<file path="src/rtl/imem_loader.sv">
// Byte-stream program loader: parses HDR/LEN/words/CSUM frames into instruction
// memory writes and holds the CPU in reset until a frame's checksum verifies.
module imem_loader #(
  parameter int          ADDR_W   = 8,
  parameter logic [7:0]  HDR_BYTE = 8'hA5
) (
  input  logic              clk,
  input  logic              rst,
  input  logic [7:0]        in_data,
  input  logic              in_valid,
  output logic              in_ready,
  input  logic              start,
  output logic              imem_we,
  output logic [ADDR_W-1:0] imem_addr,
  output logic [15:0]       imem_wdata,
  output logic              cpu_rst_hold,
  output logic              done,
  output logic              err
);

  typedef enum logic [2:0] {
    S_HUNT,
    S_LEN,
    S_HI,
    S_LO,
    S_CSUM,
    S_DONE
  } state_t;

  state_t            r_state;
  state_t            w_next;
  logic              w_accept;
  logic [8:0]        r_count;
  logic [7:0]        r_hi;
  logic [7:0]        r_acc;
  logic [ADDR_W-1:0] r_addr;
  logic [ADDR_W-1:0] r_imemAddr;
  logic [15:0]       r_wdata;
  logic              r_we;
  logic              r_err;

  always_ff @(posedge clk or negedge rst) begin
    if (!rst) r_state <= S_HUNT;
    else      r_state <= w_next;
  end

  always_comb begin
    w_next       = r_state;
    in_ready     = (r_state != S_DONE);
    w_accept     = in_valid && in_ready;
    done         = (r_state == S_DONE);
    cpu_rst_hold = (r_state != S_DONE);
    case (r_state)
      S_HUNT: if (w_accept && in_data == HDR_BYTE) w_next = S_LEN;
      S_LEN:  if (w_accept) w_next = S_HI;
      S_HI:   if (w_accept) w_next = S_LO;
      S_LO:   if (w_accept) w_next = (r_count == 9'd1) ? S_CSUM : S_HI;
      S_CSUM: if (w_accept) w_next = (in_data == r_acc) ? S_DONE : S_HUNT;
      S_DONE: if (start) w_next = S_HUNT;
      default: w_next = S_HUNT;
    endcase
  end

  // The write is registered so the word lands one cycle after its low byte,
  // letting the byte stream run back-to-back without ever dropping in_ready.
  always_ff @(posedge clk or negedge rst) begin
    if (!rst) begin
      r_count    <= '0;
      r_hi       <= '0;
      r_acc      <= '0;
      r_addr     <= '0;
      r_imemAddr <= '0;
      r_wdata    <= '0;
      r_we       <= 1'b0;
      r_err      <= 1'b0;
    end else begin
      r_we <= 1'b0;
      if (w_accept) begin
        case (r_state)
          S_HUNT: begin
            if (in_data == HDR_BYTE) begin
              r_err  <= 1'b0;
              r_addr <= '0;
            end
          end
          S_LEN: begin
            r_count <= (in_data == 8'd0) ? 9'd256 : {1'b0, in_data};
            r_acc   <= in_data;
          end
          S_HI: begin
            r_hi  <= in_data;
            r_acc <= r_acc ^ in_data;
          end
          S_LO: begin
            r_acc      <= r_acc ^ in_data;
            r_we       <= 1'b1;
            r_wdata    <= {r_hi, in_data};
            r_imemAddr <= r_addr;
            r_addr     <= r_addr + 1'b1;
            r_count    <= r_count - 9'd1;
          end
          S_CSUM: begin
            if (in_data != r_acc) r_err <= 1'b1;
          end
          default: ;
        endcase
      end
    end
  end

  assign imem_we    = r_we;
  assign imem_addr  = r_imemAddr;
  assign imem_wdata = r_wdata;
  assign err        = r_err;

endmodule

</file>
<file path="config.mk">
export PLATFORM = sky130hd
export DESIGN_NAME = imem_loader
export DESIGN_NICKNAME = d
export VERILOG_FILES = /design/src/rtl/imem_loader.sv
export SDC_FILE = /design/constraint.sdc
export NUM_CORES = 1
export LEC_CHECK = 0
export ABC_AREA = 1
export BUFFER_PORTS_ARGS = -buffer_cell sky130_fd_sc_hd__buf_4
export CORE_AREA = 2 2 107 130
export DETAILED_ROUTE_END_ITERATION = 8
export DIE_AREA = 0 0 109 132
export HOLD_SLACK_MARGIN = 0.15
export MAX_ROUTING_LAYER = met4
export PLACE_DENSITY = 0.38
export SYNTH_ARGS = -nofsm -noshare
export SYNTH_HDL_FRONTEND = slang
export SYNTH_SLANG_ARGS = --single-unit
</file>
<file path="constraint.sdc">
create_clock -name clk -period 1.5 [get_ports clk]
set_input_delay 0 -clock clk [delete_from_list [all_inputs] [get_ports clk]]
set_output_delay 0 -clock clk [all_outputs]
set_load 0.005 [all_outputs]
</file>
# Yosys cells after proc, flatten, opt, wreduce, memory -nomap -nowiden
# Index checks and enable logic that the tools add are counted.
[totals]
regBits = 62
input_bits = 12
out_inout_bits = 29
[classes]
addsub = 2
eq_ne = 18
muxes = 19
bitwise = 1
reduce_logical = 16
[op_table]
columns = ["cell", "count"]
rows = [
  ["8-bit one-hot mux with 2 select lines", 2],
  ["3-bit two-way mux", 8],
  ["3-bit one-hot mux with 6 select lines", 1],
  ["9-bit one-hot mux with 2 select lines", 1],
  ["2-bit inequality test, second input constant", 8],
  ["9-bit by 1-bit equality test with 1-bit output, second input constant", 1],
  ["9-bit two-way mux", 1],
  ["9-bit by 1-bit subtractor with 9-bit output, second input constant", 1],
  ["8-bit by 1-bit adder with 8-bit output, second input constant", 1],
  ["8-bit equality test", 1],
  ["8-bit equality test, second input constant", 1],
  ["8-bit logical NOT", 1],
  ["8-bit two-way mux", 1],
  ["8-bit inequality test", 1],
  ["2-bit AND reduction", 4],
  ["2-bit nonzero test", 4],
  ["8-bit XOR", 1],
  ["3-bit by 2-bit equality test with 1-bit output, second input constant", 2],
  ["3-bit equality test, second input constant", 2],
  ["6-bit AND reduction", 1],
  ["1-bit two-way mux", 4],
  ["4-bit AND reduction", 1],
  ["3-bit by 1-bit equality test with 1-bit output, second input constant", 1],
  ["3-bit logical NOT", 1],
  ["5 further kinds", 6],
]

# Logic depth before layout (Yosys ltp)
[depth]
depth_word = 5
depth_mapped = 10
mapped_depth_nobuf = 10

# Worst setup path before layout
# OpenSTA, ideal clock, no wires.
[synth_timing]
kind = "reg2reg"
from = "register r_state[2]"
to = "register r_imemAddr[0] (netlist: imem_addr[0])"
setup_ns = 0.116
t_arrival_ns = 1.238
setup_slack_ns = 0.146
path_stages_with_launch = 9
period_less_slack_ns = 1.354
path_cell_list = "dfrtp_1 > inv_2 > nand3_4 > nor2_4 > inv_2 > buf_6 > buf_4 > nand2_1 > nand2_1"
[synth_between]
elab_chain_cells = 3
word_cells_on_any_way = 4
classes_between = "2 x eq/ne; 2 x reduce/logical"
[synth_lines]
columns = ["element", "line", "source"]
rows = [
  ["start, declared", "30", "state_t r_state;"],
  ["start signal, assigned", "44", "else r_state <= w_next;"],
  ["3-bit inequality test", "49", "in_ready = (r_state != S_DONE);"],
  ["1-bit logical AND", "50", "w_accept = in_valid && in_ready;"],
  ["2-bit AND reduction (no source line) *", "--", ""],
  ["end signal, assigned", "98", "r_imemAddr <= r_addr;"],
  ["end, declared", "37", "logic [ADDR_W-1:0] r_imemAddr;"],
]
# Every way passes the cells marked *; elsewhere a longest branch is shown, timed or not.
# A chain may end at the register's enable or synchronous reset.

# Worst setup path in the final report
[layout_timing]
from = "register r_state[0]"
to = "register r_acc[5]"
[layout_between]
elab_chain_cells = 4
word_cells_on_any_way = 9
classes_between = "4 x eq/ne; 1 x mux; 4 x reduce/logical"
[layout_lines]
columns = ["element", "line", "source"]
rows = [
  ["3-bit by 2-bit equality test with 1-bit output", "79", "case (r_state)"],
  ["2-bit OR reduction (no source line)", "--", ""],
  ["2-bit nonzero test (no source line)", "--", ""],
  ["2-bit AND reduction (no source line)", "--", ""],
  ["end signal, assigned", "88", "r_acc <= in_data;"],
  ["end signal, assigned", "92", "r_acc <= r_acc ^ in_data;"],
  ["end signal, assigned", "95", "r_acc <= r_acc ^ in_data;"],
  ["end, declared", "35", "logic [7:0] r_acc;"],
]
# Several ways; a longest one is shown, not always the timed one.

==> flow_metrics.env <==
export IMPL_rsz0062_at_grt="no"
export IMPL_coreArea_um2=13100
export IMPL_io_pins=41
export IMPL_layout_common_cells="nand2_1 (125), buf_4 (61), dfrtp_1 (60)"
export IMPL_ys_seq_elements=62
export IMPL_fp_dieArea_um2=14400
export IMPL_finalSetupViolCount=0
export IMPL_drv_cap=0
export IMPL_yosys_warnings=0
export IMPL_totalNegativeSetupSlack_ps=0
export IMPL_maxSlewHeadroom_pct=68.1
export IMPL_utilization_pct=32.7
export IMPL_root_buffer="clkbuf_16"
export IMPL_fmax_mhz=725
export IMPL_port_buffers=40
export IMPL_grt_pass1_wl_mm=13.8
export IMPL_period_needed_ps=1380
export IMPL_finalCritPeriodShare_pct=92.0
export IMPL_synth_xor_area_share_pct=3.81
export IMPL_holdWs_ps=175
export IMPL_holdCritPathClass="in2async"
export IMPL_num_vias=2725
export IMPL_reg2regPathDepth=7
export IMPL_synth_top_area_share_pct=48.3
export IMPL_grt_overflow=0
export IMPL_r2r_start="r_state[0]"
export IMPL_slew_viol_final=0
export IMPL_p_leak_nw=2.09
export IMPL_placedCellCount=613
export IMPL_ant_nets=0
export IMPL_initial_utilization_pct=24.6
export IMPL_power_density_nw_per_um2=1860
export IMPL_hold_viol=0
export IMPL_timing_rr_end="r_acc[5]"
export IMPL_final_cell_area_um2=4270
export IMPL_syn_mean_instance_area_um2=8.04
export IMPL_clkSinkCount=62
export IMPL_grt_util_all_layers_pct=12.6
export IMPL_place_gp_congestion=0.753
export IMPL_rows=46
export IMPL_endpoint_kind="register"
export IMPL_place_detailed_hpwl_mm=6.09
export IMPL_outcome="complete, no violations"
export IMPL_fin_cells=644
export IMPL_drt_wl_total_mm=8.24
export IMPL_cp_start_kind="register"
export IMPL_cts_buffers=9
export IMPL_drc=0
export IMPL_dr_first_iter_drc_count=111
export IMPL_area_growth_pct=32.7
export IMPL_grt_max_degree=39
export IMPL_ys_types=35
export IMPL_grt_antenna_before_repair=0
export IMPL_ff2ff_setup_slack_ps=120
export IMPL_path_max_fanout=8
export IMPL_synth_top_cell_by_area="dfrtp_1"
export IMPL_synth_top_cells_by_area="dfrtp_1 (48%), nand2_1 (15%), inv_1 (4.9%)"
export IMPL_crit_type="reg2reg"
export IMPL_grt_pass1_vias=2746
export IMPL_die_w_um=109
export IMPL_crit_arrival_ps=1580
export IMPL_clockBufferDepth=2
export IMPL_seq_area_frac_synth_pct=48.3
export IMPL_tightest_slew_ps=479
export IMPL_clkLatencyLatePin_ps=330
export IMPL_synthMuxAreaShare_pct=0
export IMPL_layout_drive_gt1_share_pct=23.9
export IMPL_mostFrequentLayoutCell="nand2_1"
export IMPL_final_net_count=487
export IMPL_synth_top_family_by_area="simple AND/OR/NAND/NOR gates"
export IMPL_syn_inst=400
export IMPL_num_antenna_cells=0
export IMPL_fin_skew_ps=6.44
export IMPL_yosys_area_share_adder_pct=1.17
export IMPL_synth_nets=415
export IMPL_irDropWorstVdd_v=0.000726
export IMPL_synth_compound_area_share_pct=9.77
export IMPL_dr_pass1_iters=4
export IMPL_die_y_um=132
export IMPL_ctsHtreeMaxLevel=3
export IMPL_synth_area_um2=3210
export IMPL_wl_per_cell_um=12.8
export IMPL_clkTransAtPathRegs_ps=60
export IMPL_crit_required_ps=1700
export IMPL_placed_cell_area_um2=3780
export IMPL_synth_simple_area_share_pct=28.5
export IMPL_vias_per_cell=4.23
export IMPL_cts_tree="done"
==> metrics by stage <==
step / power (mW) / setup slack, ps
after floorplan: 4.67 / 146
after global placement: 5.69 / -5.06
after global routing: 8.59 / 3.47
after CTS: 7.95 / 23.3
final: 7.92 / 121
after detailed placement: 5.73 / -5.91
==> cell families after synthesis <==
logic type / after synthesis
flip-flops: 62
buffers and inverters: 60
adder cells (fa/ha/maj): 3
XOR/XNOR: 14
AO/OA/AOI/OAI: 59
AND/OR/NAND/NOR: 202
==> how the worst max path moves through the flow <==
stage | from | to | slack (ps) | cells after the start
final | r_state[0] | r_acc[5] | 120 | 7
after global routing | in_data[4] | r_state[1] | 3 | 11
after CTS | r_state[1] | imem_wdata[7] | 20 | 4
after detailed placement | r_state[0] | r_acc[5] | -6 | 7
after global placement | r_state[0] | r_acc[5] | -5 | 7
after floorplan | r_state[2] | imem_addr[0] | 150 | 8
==> repair_timing <==
item,CTS,global route
gates cloned,0,0
resized for setup,2,12
endpoints found under the setup margin,9,43
hold endpoints to repair,92,0
setup buffers,1,5
hold buffers,10,0
pin swaps,2,2
==> flip-flops by register name, indices dropped and copies added (netlist names) <==
register and count:
r_state 3, r_hi 8, err 1, imem_wdata 16, r_addr 8, imem_addr 8
imem_we 1, r_acc 8, r_count 9
==> critical path, stage by stage (launching register included) <==
cell and delay (ps):
dfrtp_2 450, nand2_2 100, nor2_4 50, nor2_4 130
inv_2 60, nor2_4 220, nand2_1 100, xor2_1 150
==> layer usage <==
| layer | vias up | GRT usage [%] | wire (µm) |
|---|---|---|---|
| li1 | 1407 | - | - |
| met1 | 1267 | 15.6 | 3850 |
| met2 | 44 | 20.0 | 4010 |
| met3 | 7 | 2.92 | 258 |
| met4 | 0 | 4.42 | 118 |
| met5 | - | - | 0 |
==> synth_stat cells (all sizes together) <==
| master | number |
|---|---|
| or2 | 3 |
| nand3 | 18 |
| clkbuf | 1 |
| clkinv | 1 |
| nand2 | 128 |
| buf | 10 |
| inv | 48 |
| nand4 | 6 |
| o21ai | 42 |
| xor2 | 6 |
| a21oi | 9 |
| a22oi | 1 |
| nor2 | 43 |
| ha | 3 |
| xnor2 | 8 |
| dfrtp | 62 |
| nor3 | 4 |
| o22ai | 5 |
| a31oi | 2 |
==> cell type report <==
cell class | count | area [µm²]
well taps | 168 | 210
inverters | 49 | 194
repair buffers | 72 | 578
fillers | 1407 | 8800
multi-input cells | 278 | 1420
clock inverters | 3 | 42.5
flip-flops and latches | 62 | 1550
clock buffers | 12 | 267
==> power breakdown <==
group | switching [mW] | total (mW) | internal [mW]
clock network | 0.735 | 2.14 | 1.41
logic | 1.70 | 3.02 | 1.32
registers | 0.425 | 2.76 | 2.33
total | 2.86 | 7.92 | 5.06
Power figures use the tool's default switching activity.
